**config.mk**
```make
export PLATFORM = sky130hd
export DESIGN_NAME = booth_mult_16bit_flat
export DESIGN_NICKNAME = d
export VERILOG_FILES = /design/src/rtl/alu_pkg.sv /design/src/rtl/booth_mult_16bit_if.sv /design/src/rtl/booth_mult_16bit_booth_step.sv /design/src/rtl/booth_mult_16bit.sv /design/src/flat_wrapper.sv
export SDC_FILE = /design/constraint.sdc
export NUM_CORES = 1
export LEC_CHECK = 0
export ABC_CLOCK_PERIOD_IN_PS = 5000
export BUFFER_PORTS_ARGS = -buffer_cell sky130_fd_sc_hd__buf_4
export CORE_ASPECT_RATIO = 0.6
export CORE_MARGIN = 5
export CORE_UTILIZATION = 47
export CTS_CLUSTER_SIZE = 24
export DETAILED_ROUTE_END_ITERATION = 10
export PLACE_DENSITY = 0.69
export SYNTH_ARGS = -nofsm -noshare
export SYNTH_HDL_FRONTEND = slang
export SYNTH_SLANG_ARGS = --single-unit
```
**constraint.sdc**
```tcl
create_clock -name clk -period 5 [get_ports clk]
set_input_delay 0.5 -clock clk [delete_from_list [all_inputs] [get_ports clk]]
set_output_delay 0.5 -clock clk [all_outputs]
set_load 0.05 [all_outputs]
```
**src/rtl/alu_pkg.sv**
```systemverilog
// Shared ALU package: multiplier state encoding, operand width and the
// start-to-done latency the hazard/stall unit budgets for.
package alu_pkg;

    localparam int MUL_WIDTH   = 16;
    localparam int MUL_LATENCY = 17;

    typedef enum logic [1:0] {
        IDLE = 2'b00,
        RUN  = 2'b01,
        DONE = 2'b10
    } mul_state_e;

endpackage

```
**src/rtl/booth_mult_16bit_if.sv**
```systemverilog
// Multiplier request/result bundle.
//   start  : request a multiply (honoured only when busy=0)
//   A, B   : signed multiplicand / multiplier, captured at the start edge
//   busy   : operation in flight (drives the execute-stage stall)
//   done   : one-cycle pulse, P valid in the same cycle
//   P      : registered signed product, held until the next done
interface booth_mult_16bit_if
    import alu_pkg::*;
#(
    parameter int WIDTH = MUL_WIDTH
);
    logic               start;
    logic [WIDTH-1:0]   A;
    logic [WIDTH-1:0]   B;
    logic               busy;
    logic               done;
    logic [2*WIDTH-1:0] P;

    modport master (output start, A, B, input  busy, done, P);
    modport slave  (input  start, A, B, output busy, done, P);
endinterface

```
**src/rtl/booth_mult_16bit_booth_step.sv**
```systemverilog
// One radix-2 Booth iteration, purely combinational.
//   acc_in  : {U[WIDTH:0], L[WIDTH-1:0], q}
//   areg    : captured multiplicand
//   acc_out : accumulator after add/sub on U and a 1-bit arithmetic shift
module booth_step
    import alu_pkg::*;
#(
    parameter int WIDTH = MUL_WIDTH
) (
    input  logic [2*WIDTH+1:0] acc_in,
    input  logic [WIDTH-1:0]   areg,
    output logic [2*WIDTH+1:0] acc_out
);
    localparam logic [WIDTH:0] ONE = {{WIDTH{1'b0}}, 1'b1};

    logic [WIDTH:0]   u;
    logic [WIDTH-1:0] l;
    logic             q;
    logic [WIDTH:0]   a_ext;
    logic [WIDTH:0]   sum;

    assign {u, l, q} = acc_in;
    // U carries one guard bit so -2^(WIDTH-1) * -2^(WIDTH-1) cannot overflow.
    assign a_ext     = {areg[WIDTH-1], areg};

    always_comb begin
        sum = u;
        unique case ({l[0], q})
            2'b01:   sum = u + a_ext;
            2'b10:   sum = u + ~a_ext + ONE;
            default: sum = u;
        endcase
        // Arithmetic shift: replicate U's MSB, the old L[0] becomes the new q.
        acc_out = {sum[WIDTH], sum, l};
    end
endmodule

```
**src/rtl/booth_mult_16bit.sv**
```systemverilog
// Multi-cycle radix-2 Booth signed multiplier for the execute stage.
//   clk : clock, all state on posedge
//   rst : synchronous active-high reset; aborts an operation in flight
//   bus : slave side of booth_mult_16bit_if (start/A/B in, busy/done/P out)
// One Booth step per RUN cycle, WIDTH steps per product, then a one-cycle
// DONE that can reload immediately for back-to-back operation.
module booth_mult_16bit
    import alu_pkg::*;
#(
    parameter int WIDTH = MUL_WIDTH
) (
    input  logic                clk,
    input  logic                rst,
    booth_mult_16bit_if.slave   bus
);
    localparam int CW = $clog2(WIDTH);

    mul_state_e         state, state_nxt;
    logic [CW-1:0]      count;
    logic [2*WIDTH+1:0] acc;
    logic [2*WIDTH+1:0] acc_step;
    logic [WIDTH-1:0]   areg;
    logic [2*WIDTH-1:0] p_q;
    logic               load;
    logic               last;

    booth_step #(.WIDTH(WIDTH)) u_step (
        .acc_in  (acc),
        .areg    (areg),
        .acc_out (acc_step)
    );

    assign last = (count == CW'(WIDTH - 1));

    always_comb begin
        state_nxt = state;
        load      = 1'b0;
        unique case (state)
            IDLE: if (bus.start) begin
                load      = 1'b1;
                state_nxt = RUN;
            end
            RUN:  if (last) state_nxt = DONE;
            DONE: begin
                // start in DONE reloads without an idle bubble
                if (bus.start) begin
                    load      = 1'b1;
                    state_nxt = RUN;
                end else begin
                    state_nxt = IDLE;
                end
            end
            default: state_nxt = IDLE;
        endcase
    end

    always_ff @(posedge clk) begin
        if (rst) begin
            state <= IDLE;
            count <= '0;
            acc   <= '0;
            areg  <= '0;
            p_q   <= '0;
        end else begin
            state <= state_nxt;
            if (load) begin
                acc   <= {{(WIDTH+1){1'b0}}, bus.B, 1'b0};
                areg  <= bus.A;
                count <= '0;
            end else if (state == RUN) begin
                acc   <= acc_step;
                count <= count + CW'(1);
                // Product is {U[WIDTH-1:0], L} of the final shifted value.
                if (last) p_q <= acc_step[2*WIDTH:1];
            end
        end
    end

    assign bus.busy = (state == RUN);
    assign bus.done = (state == DONE);
    assign bus.P    = p_q;
endmodule

```
**src/flat_wrapper.sv**
```systemverilog
// flat-port wrapper written by rule: the top's interface ports become plain ports
module booth_mult_16bit_flat import alu_pkg::*;
#(
    parameter int WIDTH = MUL_WIDTH
)
  (clk, rst, bus_start, bus_A, bus_B, bus_busy, bus_done, bus_P);
  booth_mult_16bit_if #(.WIDTH(WIDTH)) bus_i ();
  input  logic clk;
  input  logic rst;
  input wire logic [$bits(bus_i.start)-1:0] bus_start;
  input wire logic [$bits(bus_i.A)-1:0] bus_A;
  input wire logic [$bits(bus_i.B)-1:0] bus_B;
  output wire logic [$bits(bus_i.busy)-1:0] bus_busy;
  output wire logic [$bits(bus_i.done)-1:0] bus_done;
  output wire logic [$bits(bus_i.P)-1:0] bus_P;
  assign bus_i.start = bus_start;
  assign bus_i.A = bus_A;
  assign bus_i.B = bus_B;
  assign bus_busy = bus_i.busy;
  assign bus_done = bus_i.done;
  assign bus_P = bus_i.P;
  booth_mult_16bit #(.WIDTH(WIDTH)) u_core (.clk(clk), .rst(rst), .bus(bus_i));
endmodule
```
==> results.toml, run 1 <==
[synth]
synth-seq-cells = 87
syn_nets = 750
yosysTopAreaCellShare_pct = 33.7
yosysSeqAreaShare_pct = 33.7
synth_area_um2 = 5170
synth_edf_count = 0
ys_warn_count = 0
syn_area_per_cell_um2 = 7.63
synth-main-ff-cell = "dfxtp_1"
yosys.area.top_type = "dfxtp_1"
yosys-top-cells-area = "dfxtp_1 34%, a21oi_1 8.8%, ha_1 8.5%, nand2_1 8.4%, nor2_1 4.2%"
syn_inst = 678
yosysUniqueCellTypes = 64
async_reset_ff_share_pct = 0

[global_route]
grt_pass1_wl_mm = 24.6
antenna_found_initial = 0
gr-total-overflow = 0
grt_usage_pct = 22.3
grt_pass1_vias = 4684
grt_max_degree = 68

[sta]
drv_slew = 0
fin_crit_sh_pct = 58.6
setup_violations = 0
relSlewSlack_pct = 22.3
holdWs_ns = 0.401
fmax_mhz = 341
min_period_ns = 2.93
setup_tns_ns = 0
rsz0062_at_grt = "no"
finalClockSkew_ns = 0.0124
final-hold-violation-count = 0
worst_pin_slew_ns = 1.16

[detailed_routing]
vias = 5136
final_antenna_net_count = 0
firstDrtPassIters = 5
wirelength_mm = 15.4
drt_drc_violations_left = 0
wl_per_cell_um = 17.8
via_per_inst = 5.96
first_iter_violations = 550

[final_layout]
antennaDiodeCount = 0
final_cells = 862
area_growth_pct = 16.3
final_common_cell = "nand2_1"
final_cell_mix = "116 x nand2_1, 91 x a21oi_1, 87 x dfxtp_1"
fin_area_um2 = 6010
nNetsFinal = 790
drive_above_1_share_pct = 15.2

[floorplanning]
die_h_um = 91.3
dieWidth_um = 145
ios = 69
core_area_um2 = 10700
die-area_um2 = 13300
initial_utilization_pct = 48.5
rows = 29

[clocking]
hold_buffers = 0
cts_buffers = 9
post_cts_buffers = 0
clk_pin_slew_ns = 0.07
cts_max_level = 3
cts_resized = 0
cts_buffer_depth = 2
insertion_delay_ns = 0.34
cts_root_buffer = "clkbuf_16"
cts_tree = "built"
clock_sinks = 87

[worst_setup_path]
critPathSlowestCell = "or4_4"
path_class = "reg -> reg"
cp-end-kind = "flip-flop"
cp_num_buf_inv = 1
worstPathRequired_ns = 5.19
crit_path_max_incr_delay_ns = 0.46
critPathTopFamily = "simple AND/OR/NAND/NOR gates"
cp_max_fo = 4
path_cells = "ha_1, inv_1, fa_1, o21ba_1, or4_4, a311oi_2, nor4bb_2, nand3_1, o41ai_2, nor4_2, o22ai_1"
arrival_ns = 3.12
crit_path_start_kind = "flip-flop"

[job]
max-cap-violations = 0

[placement]
numPortBuffers = 68
dp_cells = 846
place_area_um2 = 5720
gp_congestion = 0.988
dp_hpwl_mm = 11.0

[pwr]
ir_drop_uv = 177
cellPowerDensity_nw_per_um2 = 285
leakage_nw = 2.34

[hold_path]
hold_path_class = "in -> reg"

[status]
status = "finished clean"
power by group:
part / internal [W] / total (W) / switching [W]
Combinational: 0.000119 / 0.000322 / 0.000203
Sequential: 0.000717 / 0.000739 / 0.0000224
Clock: 0.000357 / 0.000655 / 0.000299
Total: 0.00119 / 0.00172 / 0.000524
path summary, 6_finish.rpt:
path / slack, ns / start / end / cells past startpoint
worst min register to register: 0.46 / u_core.bus.P[10]$_SDFFE_PP0P_ / u_core.bus.P[10]$_SDFFE_PP0P_ / 2
worst max-delay path: 2.07 / u_core.acc[17]$_SDFFE_PP0P_ / u_core.acc[30]$_SDFFE_PP0P_ / 11
worst max register to register: 2.07 / u_core.acc[17]$_SDFFE_PP0P_ / u_core.acc[30]$_SDFFE_PP0P_ / 11
worst min-delay path: 0.40 / bus_A[9] / u_core.areg[9]$_SDFFE_PP0P_ / 3
state kept, by name (all words and copies together), names as in the netlist:
name and count:
u_core.areg 16, u_core.count 4, u_core.state 2, u_core.acc 33, u_core.bus.P 32
through the flow:
stage	setup slack (ns)	util, %	total power (W)
6_report	2.07	56.4	0.00172
5_1_grt	1.95	56.4	0.00179
4_1_cts	2.07	56.4	0.00172
3_5_place_dp	2.10	53.6	0.00107
3_3_place_gp	2.17	53.6	0.00106
2_1_floorplan	2.39	-	0.000978
worst min-delay path, stage by stage:
cell	delay [ns]
buf_4	0.11
nand2_1	0.05
a21oi_1	0.05
Yosys cell counts (3+ instances only):
cell,instances
or2_2,3
nand4_1,6
o211ai_1,5
xor2_1,5
a221oi_1,6
mux2i_1,3
o21bai_1,4
a21boi_0,3
a21oi_1,91
o21a_1,6
xnor2_1,6
ha_1,35
nor2_1,58
clkbuf_1,32
nand2_1,116
buf_1,5
nand3_1,13
a211oi_1,16
a22oi_1,16
a221oi_2,3
inv_1,35
nor4_1,3
o31ai_1,5
dfxtp_1,87
nor3_1,10
o221ai_1,3
o21ai_0,28
or3_1,3
o22ai_1,7
nor2b_1,8
buf_2,6
a21o_1,4
nand2b_1,8
routing by layer:
| layer | track usage (%) | wire length (um) |
|---|---|---|
| met1 | 33.0 | 7450 |
| met2 | 32.8 | 6630 |
| met3 | 5.47 | 1120 |
| met4 | 5.05 | 161 |
| met5 | 0 | 0 |
kinds of logic (layout without fill, tap and decap cells):
kind of cell	after synthesis	count (layout)	share of synthesized area, %
buf+inv	79	124	5.88
compound gates	217	217	27.2
simple gates	242	242	21.1
xor+xnor	11	11	1.86
mux	5	5	1.02
fa+ha+maj	37	37	9.24
flops	87	87	33.7
layout make-up:
type / count / area, um2
clock inverter: 6 / 51.3
multi-input combinational: 512 / 3130
fill: 1009 / 4650
clock buffer: 10 / 239
tap: 139 / 174
sequential: 87 / 1740
timing repair buffer: 72 / 541
inverter: 36 / 135
Power figures use the tool's default switching activity.
==> run 2, diff against run 1 <==
Settings changed: ABC_AREA set to 1, ABC_CLOCK_PERIOD_IN_PS 5000 to 2700.
Clock period 5 ns to 2.7 ns, I/O delays scaled along.
==> results.toml, run 2 <==
[placement]
dp_hpwl_mm = 11.3
numPortBuffers = 68
gp_congestion = 0.951
place_area_um2 = 6060

[final_layout]
largest-register = "u_core.acc"
final_cell_mix = "253 x nand2_1, 102 x inv_1, 87 x dfxtp_1"
fin_area_um2 = 6370
antennaDiodeCount = 0
drive_above_1_share_pct = 15.0
largest_reg_flops = 33
area_growth_pct = 15.8
final_common_cell = "nand2_1"
nNetsFinal = 967
post-route-util_pct = 56.0

[floorplanning]
rows = 30
initial_utilization_pct = 48.4
dieWidth_um = 150
die-area_um2 = 14000
ios = 69
die_h_um = 93.8
core_area_um2 = 11400

[pwr]
ir_drop_uv = 327
leakage_nw = 3.12
cellPowerDensity_nw_per_um2 = 546

[detailed_routing]
wl_per_cell_um = 14.3
wirelength_mm = 15.1
final_antenna_net_count = 0
vias = 5427
via_per_inst = 5.12
drt_drc_violations_left = 0
first_iter_violations = 432
firstDrtPassIters = 5

[worst_setup_path]
cp_common_cell = "nand2_1"
ff2ff_setup_slack_ns = 0.50
crit_path_start_kind = "flip-flop"
path_cells = "inv_1, ha_1, fa_1, inv_1, nand3_1, nand3_1, nand2_1, nand2_1, nand2_1, nand2_1, nand2_1, nand3_1, nand3_1, nand2_1, a21oi_1"
crit_path_max_incr_delay_ns = 0.36
path_class = "reg -> reg"
r2r_end = "u_core.acc[30]$_SDFFE_PP0P_"
cp_max_fo = 4
worstPathRequired_ns = 2.90
r2r_start = "u_core.acc[17]$_SDFFE_PP0P_"
arrival_ns = 2.41
rr_worst_depth = 15
cp-end-kind = "flip-flop"
critPathSlowestCell = "fa_1"

[global_route]
grt_pass1_vias = 4906
grt_usage_pct = 22.0
antenna_found_initial = 0
grt_max_degree = 53
gr-total-overflow = 0
grt_pass1_wl_mm = 24.9

[sta]
setup_tns_ns = 0
fin_crit_sh_pct = 81.6
relSlewSlack_pct = 48.0
fmax_mhz = 454
rsz0062_at_grt = "no"
finalClockSkew_ns = 0.00592
holdWs_ns = 0.208
min_period_ns = 2.20
worst_pin_slew_ns = 0.779
final-hold-violation-count = 0
setup_violations = 0
drv_slew = 0

[clocking]
clock_sinks = 87
hold_buffers = 0
cts_tree = "built"
cts_buffer_depth = 2
clk_pin_slew_ns = 0.06
cts_resized = 0
cts_root_buffer = "clkbuf_16"
post_cts_buffers = 0
insertion_delay_ns = 0.33
cts_max_level = 3
cts_buffers = 9

[synth]
synth-main-ff-cell = "dfxtp_1"
syn_area_per_cell_um2 = 6.51
synth_area_um2 = 5500
syn_inst = 846
yosysSeqAreaShare_pct = 31.6
yosysMostFrequentCell = "nand2_1"
yosysUniqueCellTypes = 36
synth_common_cells = "253 x nand2_1, 102 x inv_1, 87 x dfxtp_1"
async_reset_ff_share_pct = 0
yosys.area.top_type = "dfxtp_1"
yosysTopAreaCellShare_pct = 31.6
yosys-top-cells-area = "dfxtp_1 32%, nand2_1 17%, ha_1 8.0%, a21oi_1 7.0%, inv_1 7.0%"
synth-seq-cells = 87
synth_edf_count = 0
ys_warn_count = 0
syn_nets = 918

[job]
max-cap-violations = 0

[hold_path]
min_to = "u_core.areg[9]$_SDFFE_PP0P_"
hold_path_class = "in -> reg"
hp-start = "bus_A[9]"
min_path_cells = 3

[status]
status = "finished clean"
run 2: cell count changes after synthesis, sizes merged, moves of 9 or more:
cell | previous run | this run
a211oi | 17 | 0
a21oi | 92 | 83
a221oi | 9 | 0
a22oi | 16 | 0
a31oi | 2 | 18
buf | 11 | 21
clkbuf | 32 | 18
inv | 35 | 117
nand2 | 116 | 259
nand3 | 13 | 66
nor2 | 59 | 45
o21ai | 28 | 61
run 2: area by class of cell:
| class | count | area [um2] |
|---|---|---|
| Clock inverter | 5 | 63.8 |
| Sequential cell | 87 | 1740 |
| Clock buffer | 11 | 243 |
| Tap cell | 160 | 200 |
| Timing Repair Buffer | 77 | 578 |
| Multi-Input combinational cell | 603 | 3110 |
| Inverter | 117 | 439 |
| Fill cell | 1169 | 5000 |
run 2: cell families after synthesis:
logic type / share of synthesized area (%)
AOI/OAI and AO/OA: 16.1
DFF: 31.6
xor gates and xnor gates: 0.477
adders and majority gates: 8.68
and+or+nand+nor: 30.8
buffers and inverters: 11.9
muxes: 0.364
run 2: per-stage QoR:
| step | total power (W) | instances | worst slack [ns] |
|---|---|---|---|
| 6_report | 0.00348 | 1060 | 0.496 |
| 5_1_grt | 0.00367 | 1060 | 0.281 |
| 4_1_cts | 0.00349 | 1060 | 0.556 |
| 3_5_place_dp | 0.00221 | 1044 | 0.589 |
| 3_3_place_gp | 0.00221 | 1044 | 0.593 |
| 2_1_floorplan | 0.00201 | 846 | 0.824 |
run 2: metal layers:
| metal | vias up | routed length [um] | global-route usage [%] |
|---|---|---|---|
| met5 | - | 0 | 0 |
| met3 | 11 | 1020 | 4.68 |
| met4 | 0 | 99 | 3.35 |
| met1 | 2411 | 8080 | 35.0 |
| met2 | 199 | 5930 | 30.2 |
| li1 | 2806 | - | - |
run 2: power by group:
part / internal (W) / leakage (nW) / switching (W)
Combinational: 0.000271 / 2.27 / 0.000551
Sequential: 0.00134 / 0.709 / 0.0000452
Clock: 0.000751 / 0.147 / 0.000520
run 2: worst max path at each step:
stage | startpoint | endpoint | cells past startpoint
after floorplan | u_core.acc[17]$_SDFFE_PP0P_ | u_core.bus.P[31]$_SDFFE_PP0P_ | 17
after global placement | u_core.areg[6]$_SDFFE_PP0P_ | u_core.acc[30]$_SDFFE_PP0P_ | 13
after detailed placement | u_core.acc[17]$_SDFFE_PP0P_ | u_core.acc[28]$_SDFFE_PP0P_ | 15
after CTS | u_core.acc[17]$_SDFFE_PP0P_ | u_core.acc[30]$_SDFFE_PP0P_ | 15
after global routing | u_core.acc[17]$_SDFFE_PP0P_ | u_core.acc[32]$_SDFFE_PP0P_ | 17
final | u_core.acc[17]$_SDFFE_PP0P_ | u_core.acc[30]$_SDFFE_PP0P_ | 15
run 2: critical path: cells and delay by family, from the launching register on:
family	cells	cell delay, ns
flops	1	0.35
simple gates	10	0.96
fa+ha+maj	2	0.56
buf+inv	2	0.15
compound gates	1	0.07
==> run 3, diff against run 2 <==
Settings changed: ABC_AREA 1 to 0, ABC_CLOCK_PERIOD_IN_PS 2700 to 2100.
Clock period 2.7 ns to 2.1 ns, I/O delays scaled along.
==> results.toml, run 3 (synthesized netlist as in run 1, its figures left out) <==
[pwr]
ir_drop_uv = 441
leakage_nw = 3.07
cellPowerDensity_nw_per_um2 = 606

[worst_setup_path]
cp_num_buf_inv = 1
r2r_start = "u_core.acc[17]$_SDFFE_PP0P_"
rr_worst_depth = 11
path_cells = "ha_4, inv_2, fa_2, o21ba_4, or4_4, a311oi_4, nor4bb_4, xnor2_1, nor2_1, a221oi_2, a211oi_1"
ff2ff_setup_slack_ns = -0.54
r2r_end = "u_core.bus.P[27]$_SDFFE_PP0P_"
arrival_ns = 2.86
path_class = "reg -> reg"
crit_path_max_incr_delay_ns = 0.45
critPathTopFamily = "compound AO/OA/AOI/OAI gates"
critPathSlowestCell = "or4_4"
cp_max_fo = 3
worstPathRequired_ns = 2.32
cp-end-kind = "flip-flop"
crit_path_start_kind = "flip-flop"

[detailed_routing]
first_iter_violations = 605
firstDrtPassIters = 5
via_per_inst = 5.91
final_antenna_net_count = 0
vias = 5811
drt_drc_violations_left = 0
wirelength_mm = 18.6
wl_per_cell_um = 18.9

[sta]
holdWs_ns = 0.0992
setup_violations = 24
worst_pin_slew_ns = 0.449
drv_slew = 0
relSlewSlack_pct = 70.0
setup_slack_ns = -0.537
finalClockSkew_ns = 0.0119
fin_crit_sh_pct = 126
rsz0062_at_grt = "yes"
final-hold-violation-count = 0
fmax_mhz = 379
min_period_ns = 2.64

[final_layout]
drive_above_1_share_pct = 36.7
final_cell_mix = "191 x buf_4, 114 x nand2_1, 79 x dfxtp_1"
largest-register = "u_core.acc"
nNetsFinal = 913
area_growth_pct = 43.7
multiInputGateArea_um2 = 3610
antennaDiodeCount = 0
final_cells = 984
fin_area_um2 = 7430
ff_latch_area_um2 = 1760
final_common_cell = "buf_4"
largest_reg_flops = 33
n_fill_cell = 901

[clocking]
cts_root_buffer = "clkbuf_16"
clock_sinks = 87
cts_tree = "built"
insertion_delay_ns = 0.35
hold_buffers = 0
cts_max_level = 3
clk_pin_slew_ns = 0.08
cts_buffer_depth = 2
cts_buffers = 9

[floorplanning]
ios = 69
dieWidth_um = 145
core_area_um2 = 10700
initial_utilization_pct = 48.5
die-area_um2 = 13300
rows = 29
die_h_um = 91.3

[hold_path]
min_to = "u_core.areg[10]$_SDFFE_PP0P_"
hold_path_class = "in -> reg"
min_path_cells = 3
hp-start = "bus_A[10]"

[placement]
place_area_um2 = 6700
numPortBuffers = 68
dp_hpwl_mm = 13.7
dp_cells = 961
gp_congestion = 0.951

[global_route]
grt_usage_pct = 27.0
grt_max_degree = 36
grt_pass1_vias = 5497
grt_pass1_wl_mm = 29.2
gr-total-overflow = 0
antenna_found_initial = 0

[job]
max-cap-violations = 0

[status]
violations = "setup timing"
status = "finished, violations left"
-- run 3: cell types whose count changed in the layout (fill, tap and decap cells not counted), sizes merged, moves of 17 or more --
cell	change
a211oi	+17
buf	+118
inv	-81
nand2	-143
nand3	-53
o21ai	-33
-- run 3: layout make-up --
| class | instances | area share [%] |
|---|---|---|
| inverters | 36 | 1.85 |
| flip-flops and latches | 87 | 23.6 |
| repair buffers | 195 | 19.9 |
| multi-input cells | 512 | 48.5 |
| clock buffers | 9 | 3.03 |
| well taps | 139 | 2.34 |
| clock inverters | 6 | 0.724 |
-- run 3: per-stage QoR --
| stage | power (W) | worst slack (ns) | TNS [ns] | util (%) |
|---|---|---|---|---|
| final | 0.00451 | -0.537 | -8.55 | 69.7 |
| after global routing | 0.00470 | -0.600 | -11.01 | 69.7 |
| after CTS | 0.00443 | -0.477 | -7.84 | 66.9 |
| after detailed placement | 0.00282 | -0.605 | -9.33 | 62.8 |
| after global placement | 0.00280 | -0.468 | -7.74 | 62.8 |
| after floorplan | 0.00237 | -0.339 | -2.54 | - |
-- run 3: worst max path at each step --
stage	endpoint	depth (start not counted)	start	slack (ns)
after floorplan	u_core.acc[24]$_SDFFE_PP0P_	11	u_core.areg[0]$_SDFFE_PP0P_	-0.34
after global placement	u_core.acc[30]$_SDFFE_PP0P_	12	u_core.acc[17]$_SDFFE_PP0P_	-0.47
after detailed placement	u_core.acc[30]$_SDFFE_PP0P_	12	u_core.acc[17]$_SDFFE_PP0P_	-0.61
after CTS	u_core.bus.P[27]$_SDFFE_PP0P_	11	u_core.areg[0]$_SDFFE_PP0P_	-0.48
after global routing	u_core.acc[26]$_SDFFE_PP0P_	11	u_core.acc[17]$_SDFFE_PP0P_	-0.60
final	u_core.bus.P[27]$_SDFFE_PP0P_	11	u_core.acc[17]$_SDFFE_PP0P_	-0.54
-- run 3: power by group --
| group | switching [W] | internal [W] |
|---|---|---|
| sequential | 0.0000500 | 0.00171 |
| combinational | 0.000645 | 0.000541 |
| clock | 0.000747 | 0.000817 |
-- run 3: repair_timing --
item / 4_1_cts / 5_1_grt
setup endpoints to repair: 26 / 26
resized for setup: 35 / 47
pin swaps: 28 / 32
buffers inserted: 2 / 6
-- run 3: routing by layer --
layer	share of wire, %	routed length [um]	GRT usage (%)	up-vias
met5	0	0	0	-
li1	-	-	-	2725
met4	1.6	303	7.14	0
met2	44	8250	41.3	277
met3	9.4	1740	6.27	39
met1	45	8300	38.5	2770
-- run 3: tightest hold or removal path, delay by kind of cell --
family          cells  cell delay, ns
compound gates      1            0.05
buf+inv             1            0.11
simple gates        1            0.05
